<file path="src/rtl/riscv_isa_pkg.sv">
// Shared RV32I constants: base opcodes, the immediate format codes that
// IMM_EXTENDER understands, the NOP instruction and the IF/ID beat record.
package riscv_isa_pkg;

    // RV32I base opcodes (instr[6:0])
    localparam logic [6:0] OP_LOAD   = 7'b0000011;
    localparam logic [6:0] OP_IMM    = 7'b0010011;
    localparam logic [6:0] OP_JALR   = 7'b1100111;
    localparam logic [6:0] OP_SYSTEM = 7'b1110011;
    localparam logic [6:0] OP_FENCE  = 7'b0001111;
    localparam logic [6:0] OP_STORE  = 7'b0100011;
    localparam logic [6:0] OP_LUI    = 7'b0110111;
    localparam logic [6:0] OP_AUIPC  = 7'b0010111;
    localparam logic [6:0] OP_BRANCH = 7'b1100011;
    localparam logic [6:0] OP_JAL    = 7'b1101111;
    localparam logic [6:0] OP_REG    = 7'b0110011;

    // Immediate format codes; must match IMM_EXTENDER
    localparam logic [2:0] I_FORMAT  = 3'b000;
    localparam logic [2:0] S_FORMAT  = 3'b001;
    localparam logic [2:0] U_FORMAT  = 3'b010;
    localparam logic [2:0] SB_FORMAT = 3'b011;
    localparam logic [2:0] UJ_FORMAT = 3'b100;
    localparam logic [2:0] R_FORMAT  = 3'b111;

    // addi x0,x0,0 shown on the decode side while nothing is valid
    localparam logic [31:0] NOP_INSTR = 32'h0000_0013;

    // One fetch beat plus its pre-decoded format, stored together
    typedef struct packed {
        logic [31:0] pc;
        logic [31:0] instr;
        logic [2:0]  fmt;
        logic        illegal;
    } beat_t;

    localparam beat_t NOP_BEAT = '{pc: 32'h0, instr: NOP_INSTR, fmt: I_FORMAT, illegal: 1'b0};

endpackage

</file>
<file path="src/rtl/imm_format_decoder.sv">
// Combinational opcode -> {immediate format, illegal} pre-decode.
module imm_format_decoder
    import riscv_isa_pkg::*;
(
    input  logic [6:0] opcode,
    output logic [2:0] format,
    output logic       illegal
);

    // Classify the opcode into the IMM_EXTENDER format code
    always_comb begin
        // NOTE: defaults first so every path assigns both outputs; no latch is inferred.
        format  = R_FORMAT;
        illegal = 1'b1;
        case (opcode)
            OP_LOAD, OP_IMM, OP_JALR, OP_SYSTEM, OP_FENCE: begin
                format  = I_FORMAT;
                illegal = 1'b0;
            end
            OP_STORE: begin
                format  = S_FORMAT;
                illegal = 1'b0;
            end
            OP_LUI, OP_AUIPC: begin
                format  = U_FORMAT;
                illegal = 1'b0;
            end
            OP_BRANCH: begin
                format  = SB_FORMAT;
                illegal = 1'b0;
            end
            OP_JAL: begin
                format  = UJ_FORMAT;
                illegal = 1'b0;
            end
            OP_REG: begin
                format  = R_FORMAT;
                illegal = 1'b0;
            end
            default: begin
                format  = R_FORMAT;
                illegal = 1'b1;
            end
        endcase
    end

endmodule

</file>
<file path="src/rtl/if_id_stage_buffer.sv">
// IF->ID pipeline stage: 2-entry skid buffer (MAIN drives decode, SKID holds
// overflow) with format pre-decode at enqueue, stall and flush support.
module if_id_stage_buffer
    import riscv_isa_pkg::*;
(
    input  logic        CLK,
    input  logic        RST,
    input  logic        FLUSH,
    input  logic        IF_VALID,
    output logic        IF_READY,
    input  logic [31:0] IF_PC,
    input  logic [31:0] IF_INSTR,
    output logic        ID_VALID,
    input  logic        ID_READY,
    output logic [31:0] ID_PC,
    output logic [31:0] ID_INSTR,
    output logic [24:0] ID_IMM_INPUT,
    output logic [2:0]  ID_IMM_FORMAT,
    output logic [4:0]  ID_RS1,
    output logic [4:0]  ID_RS2,
    output logic [4:0]  ID_RD,
    output logic        ID_ILLEGAL
);

    logic       main_valid;
    logic       skid_valid;
    beat_t      main_q;
    beat_t      skid_q;
    beat_t      in_beat;
    logic [2:0] in_fmt;
    logic       in_illegal;
    logic       accept;
    logic       pop;
    logic       skid_load;

    imm_format_decoder u_decoder (
        .opcode  (IF_INSTR[6:0]),
        .format  (in_fmt),
        .illegal (in_illegal)
    );

    assign in_beat = '{pc: IF_PC, instr: IF_INSTR, fmt: in_fmt, illegal: in_illegal};

    // IF_READY is simply the inverse of a register bit, so it is registered.
    assign IF_READY  = ~skid_valid;
    assign accept    = IF_VALID & IF_READY & ~FLUSH;
    assign pop       = main_valid & ID_READY;
    // Accepted beat goes to SKID whenever MAIN is occupied after this edge.
    assign skid_load = accept & main_valid & (~pop | skid_valid);

    // MAIN entry and both valid bits: reset/flush, refill from SKID or input, or hold
    always_ff @(posedge CLK) begin
        // NOTE: state is updated with non-blocking assignments so every register samples pre-edge values.
        if (RST || FLUSH) begin
            main_valid <= 1'b0;
            skid_valid <= 1'b0;
            main_q     <= NOP_BEAT;
        end else if (pop && skid_valid) begin
            main_q     <= skid_q;
            skid_valid <= accept;
        end else if (!main_valid || pop) begin
            if (accept) begin
                main_q     <= in_beat;
                main_valid <= 1'b1;
            end else begin
                main_q     <= NOP_BEAT;
                main_valid <= 1'b0;
            end
        end else if (accept) begin
            skid_valid <= 1'b1;
        end
    end

    // SKID payload capture on overflow
    always_ff @(posedge CLK) begin
        // NOTE: payload is not reset; it is only observed after skid_valid is set, which rewrites it.
        if (skid_load) begin
            skid_q <= in_beat;
        end
    end

    assign ID_VALID      = main_valid;
    assign ID_PC         = main_q.pc;
    assign ID_INSTR      = main_q.instr;
    assign ID_IMM_INPUT  = main_q.instr[31:7];
    assign ID_IMM_FORMAT = main_q.fmt;
    assign ID_RS1        = main_q.instr[19:15];
    assign ID_RS2        = main_q.instr[24:20];
    assign ID_RD         = main_q.instr[11:7];
    assign ID_ILLEGAL    = main_q.illegal;

endmodule

</file>
<file path="config.mk">
export PLATFORM = sky130hd
export DESIGN_NAME = if_id_stage_buffer
export DESIGN_NICKNAME = d
export VERILOG_FILES = /design/src/rtl/riscv_isa_pkg.sv /design/src/rtl/imm_format_decoder.sv /design/src/rtl/if_id_stage_buffer.sv
export SDC_FILE = /design/constraint.sdc
export NUM_CORES = 1
export LEC_CHECK = 0
export BUFFER_PORTS_ARGS = -buffer_cell sky130_fd_sc_hd__buf_2
export CORE_UTILIZATION = 43
export DETAILED_ROUTE_END_ITERATION = 7
export GPL_ROUTABILITY_DRIVEN = 0
export PLACE_DENSITY = 0.7
export SYNTH_ARGS = -nofsm -noshare
export SYNTH_HDL_FRONTEND = slang
export SYNTH_SLANG_ARGS = --single-unit
</file>
<file path="constraint.sdc">
create_clock -name CLK -period 7.2 [get_ports CLK]
set_clock_uncertainty 0.2 [all_clocks]
set_input_delay 0.72 -clock CLK [delete_from_list [all_inputs] [get_ports CLK]]
set_output_delay 0.72 -clock CLK [all_outputs]
set_load 0.02 [all_outputs]
</file>
# Word level (Yosys, flattened, before mapping)
# Cells that the tools add are included.
[classes]
muxes = 9
bitwise = 10
n_reduce_logical = 11
n_eq_ne = 12
[ops]
columns = ["operator", "count"]
rows = [
  ["68-bit 2-to-1 mux", 3],
  ["7-bit equality test (second input constant)", 4],
  ["7-bit by 6-bit equality test with 1-bit output (second input constant)", 3],
  ["3-bit one-hot mux with 5 select lines", 1],
  ["7-bit by 5-bit equality test with 1-bit output (second input constant)", 2],
  ["11-bit OR reduction", 1],
  ["7-bit by 2-bit equality test with 1-bit output (second input constant)", 1],
  ["7-bit by 4-bit equality test with 1-bit output (second input constant)", 1],
  ["1-bit bitwise AND", 5],
  ["1-bit 2-to-1 mux", 5],
  ["5-bit OR reduction", 1],
  ["1-bit NOT", 4],
  ["2-bit AND reduction", 2],
  ["2-bit nonzero test", 2],
  ["1-bit logical OR", 2],
  ["2-bit != test (second input constant)", 1],
  ["2-bit OR reduction", 1],
  ["1-bit logical AND", 1],
  ["1-bit zero test", 1],
  ["1-bit bitwise OR", 1],
]
[totals]
output_inout_bits = 110
register_bits = 138
in_bits = 69
wordCells = 52

# Logic depth before layout (Yosys ltp)
# Gate-level depths: netlist of run 1.
[depth]
ltp_word = 6
mapped_depth = 7
mapped_depth_nobuf = 4

# Hierarchy
# A second synthesis of run 1 with hierarchy kept.
[hier_totals]
cells_unflattened = 534
hier_area_um2 = 5995.8
[modules_own_cells]
columns = ["mod", "seq_area_each_um2", "cells_per_inst", "instances", "area_per_inst_um2"]
rows = [
  ["if_id_stage_buffer", 3443.3, 510, 1, 5835.6],
  ["imm_format_decoder", 0.0, 24, 1, 160.2],
]

# Worst setup path before layout of run 1
# Ideal clock, no wire load.
[synth_timing]
path_type = "input to register"
from = "in ID_READY"
to = "reg skid_q[0] (netlist bit), enable pin"
stages = 6
t_arrival_ns = 4.249
n_path_buf = 3
required_ns = 6.505
setup_ns = 0.495
slack_ns = 2.257
cell_sequence = "buf_2 -> inv_1 -> nand2_1 -> buf_2 -> buf_2 -> nor2_1"
[synth_between]
elab_chain_len = 4
[synth_lines]
columns = ["element", "line", "text"]
rows = [
  ["start: declaration", "if_id_stage_buffer.sv:14", "input logic ID_READY,"],
  ["1-bit bitwise AND", "if_id_stage_buffer.sv:47", "assign pop = main_valid & ID_READY;"],
  ["1-bit NOT", "if_id_stage_buffer.sv:49", "assign skid_load = accept & main_valid & (~pop | skid_valid);"],
  ["1-bit bitwise OR", "if_id_stage_buffer.sv:49", ""],
  ["1-bit bitwise AND", "if_id_stage_buffer.sv:49", ""],
  ["named net skid_load", "if_id_stage_buffer.sv:34", "logic skid_load;"],
  ["end signal: assignment", "if_id_stage_buffer.sv:78", "skid_q <= in_beat;"],
  ["end: declaration", "if_id_stage_buffer.sv:28", "beat_t skid_q;"],
]
# The timed path passes the listed nets, and every way through them passes these cells.
# A chain may end at the register's enable or synchronous reset.

# Worst setup path in the final report of run 1
[layout_timing]
from = "reg skid_valid"
to = "reg skid_q[16] (netlist bit), enable pin"
[layout_between]
elab_chain_len = 5
[layout_lines]
columns = ["element", "line", "text"]
rows = [
  ["start: declaration", "if_id_stage_buffer.sv:26", "logic skid_valid;"],
  ["start signal: assignment", "if_id_stage_buffer.sv:60", "skid_valid <= accept;"],
  ["1-bit NOT", "if_id_stage_buffer.sv:45", "assign IF_READY = ~skid_valid;"],
  ["1-bit bitwise AND (2 in a row)", "if_id_stage_buffer.sv:46", "assign accept = IF_VALID & IF_READY & ~FLUSH;"],
  ["1-bit bitwise AND", "if_id_stage_buffer.sv:49", ""],
  ["1-bit bitwise AND *", "if_id_stage_buffer.sv:49", ""],
  ["named net skid_load", "if_id_stage_buffer.sv:34", ""],
]
# The timed path passes the listed nets; every way through them passes the cells marked *.

==> impl_metrics.tcl, run 1 <==
set metrics [dict create \
    status "complete, no violations" \
    dpl.hpwl_um 7650 \
    seq_area_frac_synth 0.635 \
    p_leak_nw 2.85 \
    cts_root_buf "clkbuf_16" \
    synth_nets 544 \
    fill_cells 1054 \
    grt_pass1_vias 3891 \
    async_reset_ff_frac 0 \
    clkLatencyLatePin_ps 410 \
    cp.depth 4 \
    slew_viol_final 0 \
    holdBufCountCts 0 \
    vias 4088 \
    overflow 0 \
    die-area_um2 13100 \
    cts_setup_buffers 0 \
    grt_pass1_wl_um 19500 \
    diodes 0 \
    ys_types 34 \
    setup_tns_ps 0 \
    synthFlopType "dfxtp_1" \
    post_route_cells_drive_above_1_share 0.367 \
    layout.nets 667 \
    postSynthCellCount 475 \
    io-pin-count 179 \
    synth-edff-count 68 \
    worst_pin_slew_ps 1180 \
    clkTransAtPathRegs_ps 50 \
    worstSetupPathType "reg2reg" \
    critPathMaxFanout 41 \
    grtUsageTotal 0.197 \
    synth_area_um2 5420 \
    antenna_found_initial 0 \
    slew_headroom 0.216 \
    cp.arrival_ps 2430 \
    start_util 0.446 \
    crit_chain "inv_1 > nand3_1 > nor2_4 > buf_4" \
    crit_required_ps 7050 \
    grt_max_degree 69 \
    cts_resized 0 \
    cts_num_sinks 138 \
    final-setup-viol-count 0 \
    period_share 0.359 \
    crit_path_top_delay_cell "nor2_4" \
    die_y_um 114 \
    drt-total-wl_um 12400 \
    num_rows 40 \
    synth_seq_cells 138 \
    peakVddDrop_mv 0.168 \
    vias_per_cell 5.25 \
    drc 0 \
    avgRoutedWirePerCell_um 15.9 \
    cts_buffers 17 \
    pre_cts_ws_ps 4200 \
    cts_tree "built" \
    area_delta_synth_final_pct 23.3 \
    fp.coreArea_um2 12200 \
    hold_path_depth 2 \
    end_kind "flop" \
    fin_ws_ps 4620 \
    first_iter_violations 320 \
    max_freq_ghz 0.387 \
    syn_avg_cell_area_um2 11.4 \
    maxCapViolCount 0 \
    cpPeakStageDelay_ps 670 \
    grt_setup_unrepaired "no" \
    drtPass1Iterations 5 \
    ant_nets 0 \
    crit_buf_inv 2 \
    port_buffers 178 \
    min_path_type "reg2reg" \
    power_density_nw_per_um2 270 \
    start_kind "flop" \
    ff2ff_path_depth 4 \
    clockBufferDepth 2 \
    critPathTopFamily "simple AND/OR/NAND/NOR gates" \
    final.min_clock_period_ps 2580 \
    hold_violations 0 \
    hold_ws_ps 269 \
    die_x_um 114 \
    ctsHtreeMaxLevel 4 \
    yosysWarnings 0 \
]
## stage by stage
step                      area (um^2)   util  power (mW)  std cells
after CTS                        6680  0.550        1.82        779
after detailed placement         6100  0.502       0.971        747
after global routing             6680  0.550        1.86        779
after global placement           6100  0.502       0.968        747
after floorplan                  5420      -       0.927        475
final                            6680  0.550        1.80        779
## worst paths after layout
| kind | startpoint | endpoint | slack, ps |
|---|---|---|---|
| worst min register to register | ID_INSTR[1] | ID_INSTR[1] | 270 |
| worst min-delay path | ID_INSTR[1] | ID_INSTR[1] | 270 |
| worst max register to register | skid_valid | skid_q[16] | 4620 |
| worst max-delay path | skid_valid | skid_q[16] | 4620 |
## synth_stat cells (all sizes together), types with 2 or more instances
cell type  count  area [um^2]
a21boi         2         15.0
a21oi          8         40.0
a221oi        61          534
and2           3         18.8
and3           2         12.5
buf           62          413
clkbuf        17         65.1
dfxtp         70         1400
edfxtp        68         2040
inv            5         18.8
nand2         14         52.6
nand3          7         35.0
nor2          67          251
nor2b          2         12.5
nor3          61          305
o211ai         2         15.0
o21ai          7         35.0
o221ai         5         43.8
## metal layers
layer  wire, um  share of wire  global-route usage
met5          0              0                   0
met4        235          0.019              0.0918
met3        713          0.058              0.0582
met2       6000           0.48               0.323
met1       5430           0.44               0.239
## cell usage in the layout, fill, tap and decap left out, drive strengths merged
master    instances
a2111oi           1
a211o             1
a211oi            1
a21boi            2
a21oi             8
a221oi           61
a2bb2oi           1
a31oi             1
and2              3
and3              2
and3b             1
and4bb            1
buf             183
bufinv            2
clkbuf           20
clkinv            6
clkinvlp          4
dfxtp            70
edfxtp           68
inv               5
nand2            14
nand3             7
nor2             67
nor2b             2
nor3             61
nor3b             1
o2111ai           1
o211ai            2
o21ai             7
o221ai            5
o311ai            1
or2               1
or4               1
## cells by family after synthesis
kind of cell,Yosys count,synth area share
simple gates,161,0.135
flops,138,0.635
compound gates,92,0.138
buf+inv,84,0.0916
## power breakdown
part / internal, mW / total [mW] / switching (mW) / leakage (nW)
Combinational: 0.0434 / 0.113 / 0.0699 / 1.39
Clock: 0.525 / 0.849 / 0.325 / 0.278
Sequential: 0.834 / 0.840 / 0.00634 / 1.19
## worst register-to-register path, delay by kind of cell, from the launching register on
kind          cells  cell delay, ps
buf+inv           2             720
flops             1             380
simple gates      2             900
## area by class of cell
cell class / count / area, um^2 / area share
flip-flops and latches: 138 / 3440 / 0.515
multi-input cells: 253 / 1500 / 0.225
repair buffers: 183 / 928 / 0.139
clock buffers: 20 / 457 / 0.0683
well taps: 168 / 210 / 0.0314
clock inverters: 12 / 124 / 0.0185
inverters: 5 / 18.8 / 0.00281
## state kept, by name (all words and copies together), names as in the netlist
signal	cells
ID_IMM_FORMAT	3
ID_ILLEGAL	1
skid_q	68
ID_INSTR	32
skid_valid	1
ID_PC	32
ID_VALID	1
Power figures use the tool's default switching activity.
==> run 2, diff against run 1 <==
==> constraint.sdc (replaced) <==
create_clock -name CLK -period 2.5 [get_ports CLK]
set_clock_uncertainty 0.2 [all_clocks]
set_input_delay 0.25 -clock CLK [delete_from_list [all_inputs] [get_ports CLK]]
set_output_delay 0.25 -clock CLK [all_outputs]
set_load 0.02 [all_outputs]
==> run 2 against run 1 <==
Clock power rose to 3.1 times the previous value; non-clock buffer count up 71; cell count up 9.0%; routed wire length up 12%; final area up 12%; clock-buffer cell count unchanged.
==> impl_metrics.tcl, run 2 (synthesized netlist as in run 1, its figures left out) <==
set metrics [dict create \
    fin_ws_ps 333 \
    num_rows 40 \
    start_util 0.446 \
    drc 0 \
    grt_pass1_vias 4349 \
    pre_cts_ws_ps 364 \
    layout_common_cells "buf_2 (178), dfxtp_1 (69), edfxtp_1 (68), dlygate4sd3_1 (67), nor2_1 (66)" \
    overflow 0 \
    cp.arrival_ps 2290 \
    io-pin-count 179 \
    end_kind "flop" \
    grt_pass1_wl_um 21900 \
    layout.nets 738 \
    first_iter_violations 260 \
    grtUsageTotal 0.219 \
    cts_resized 0 \
    clkLatencyLatePin_ps 420 \
    drt-total-wl_um 13800 \
    cts_setup_buffers 0 \
    largest_register_ffs 68 \
    fin_cells 849 \
    slew_headroom 0.492 \
    finalPower_mw 5.50 \
    worst_pin_slew_ps 762 \
    final-setup-viol-count 0 \
    area_delta_synth_final_pct 37.6 \
    use_met2 0.377 \
    fill_cells 967 \
    p_leak_nw 3.19 \
    dpl.hpwl_um 8110 \
    slew_viol_final 0 \
    clkTransAtPathRegs_ps 60 \
    drtPass1Iterations 5 \
    post_route_cells_drive_above_1_share 0.333 \
    crit_required_ps 2630 \
    grt_setup_unrepaired "no" \
    hold_violations 0 \
    port_buffers 178 \
    final_common_cell "buf_2" \
    grt_max_degree 69 \
    ant_nets 0 \
    holdBufCountCts 67 \
    finish.instance_area_um2 7460 \
    status "complete, no violations" \
    die_x_um 114 \
    worstSetupPathType "reg2reg" \
    die-area_um2 13100 \
    power_density_nw_per_um2 737 \
    placed_cell_area_um2 6160 \
    use_met1 0.250 \
    cts_buffers 17 \
    vias_per_cell 5.29 \
    cts_tree "built" \
    busiest_layer "met2" \
    diodes 0 \
    clockBufferDepth 2 \
    cts_root_buf "clkbuf_16" \
    ctsHtreeMaxLevel 4 \
    vias 4488 \
    critPathMaxFanout 41 \
    setup_tns_ps 0 \
    avgRoutedWirePerCell_um 16.3 \
    die_y_um 114 \
    max_freq_ghz 0.461 \
    fp.coreArea_um2 12200 \
    maxCapViolCount 0 \
    antenna_found_initial 0 \
    period_share 0.867 \
    grt_util_met3 0.0535 \
    peakVddDrop_mv 0.408 \
    min_path_type "in2reg" \
    finish.utilization 0.613 \
    start_kind "flop" \
    dp_cells 751 \
    hold_ws_ps 32.1 \
    final.min_clock_period_ps 2170 \
    cts_num_sinks 138 \
    top_register "skid_q" \
]
run 2: cell types whose count changed in the layout (fill, tap and decap cells not counted):
cell	change
clkbuf_16	+1
buf_4	+2
dfxtp_1	-1
inv_6	+1
clkinv_4	+1
dfxtp_4	+1
clkbuf_1	+1
bufinv_16	+2
buf_12	+2
dlygate4sd3_1	+67
clkbuf_8	-2
clkinvlp_4	-3
clkinv_2	-2
run 2: per-layer routing:
layer	share of wire	vias up
met4	0.030	0
met3	0.045	31
met1	0.42	2150
met2	0.51	170
li1	-	2137
met5	0	-
run 2: critical path, stage by stage (launching register included):
cell and delay (ps):
dfxtp_1 370, inv_1 110, and3_2 520, buf_4 510, a221oi_1 180, nor3_1 170
run 2: cell type report:
class | count | area, um^2 | area share
Sequential cell | 138 | 3450 | 0.462
Clock buffer | 20 | 458 | 0.0614
Inverter | 5 | 18.8 | 0.00252
Clock inverter | 11 | 169 | 0.0226
Multi-Input combinational cell | 253 | 1500 | 0.201
Tap cell | 168 | 210 | 0.0282
Timing Repair Buffer | 254 | 1650 | 0.222
run 2: worst paths after layout:
path                    start                to  slack [ps]  cells past startpoint
setup / recovery   skid_valid      ID_INSTR[17]         330                      5
hold / removal          FLUSH  ID_IMM_FORMAT[1]          30                      4
setup reg to reg   skid_valid      ID_INSTR[17]         330                      5
hold reg to reg   ID_INSTR[0]       ID_INSTR[0]         270                      2
run 2: report_power, final:
part	switching, mW	internal, mW	leakage, nW
Clock	0.940	1.72	0.305
Combinational	0.219	0.194	1.69
Sequential	0.0203	2.40	1.19
Total	1.18	4.32	3.19
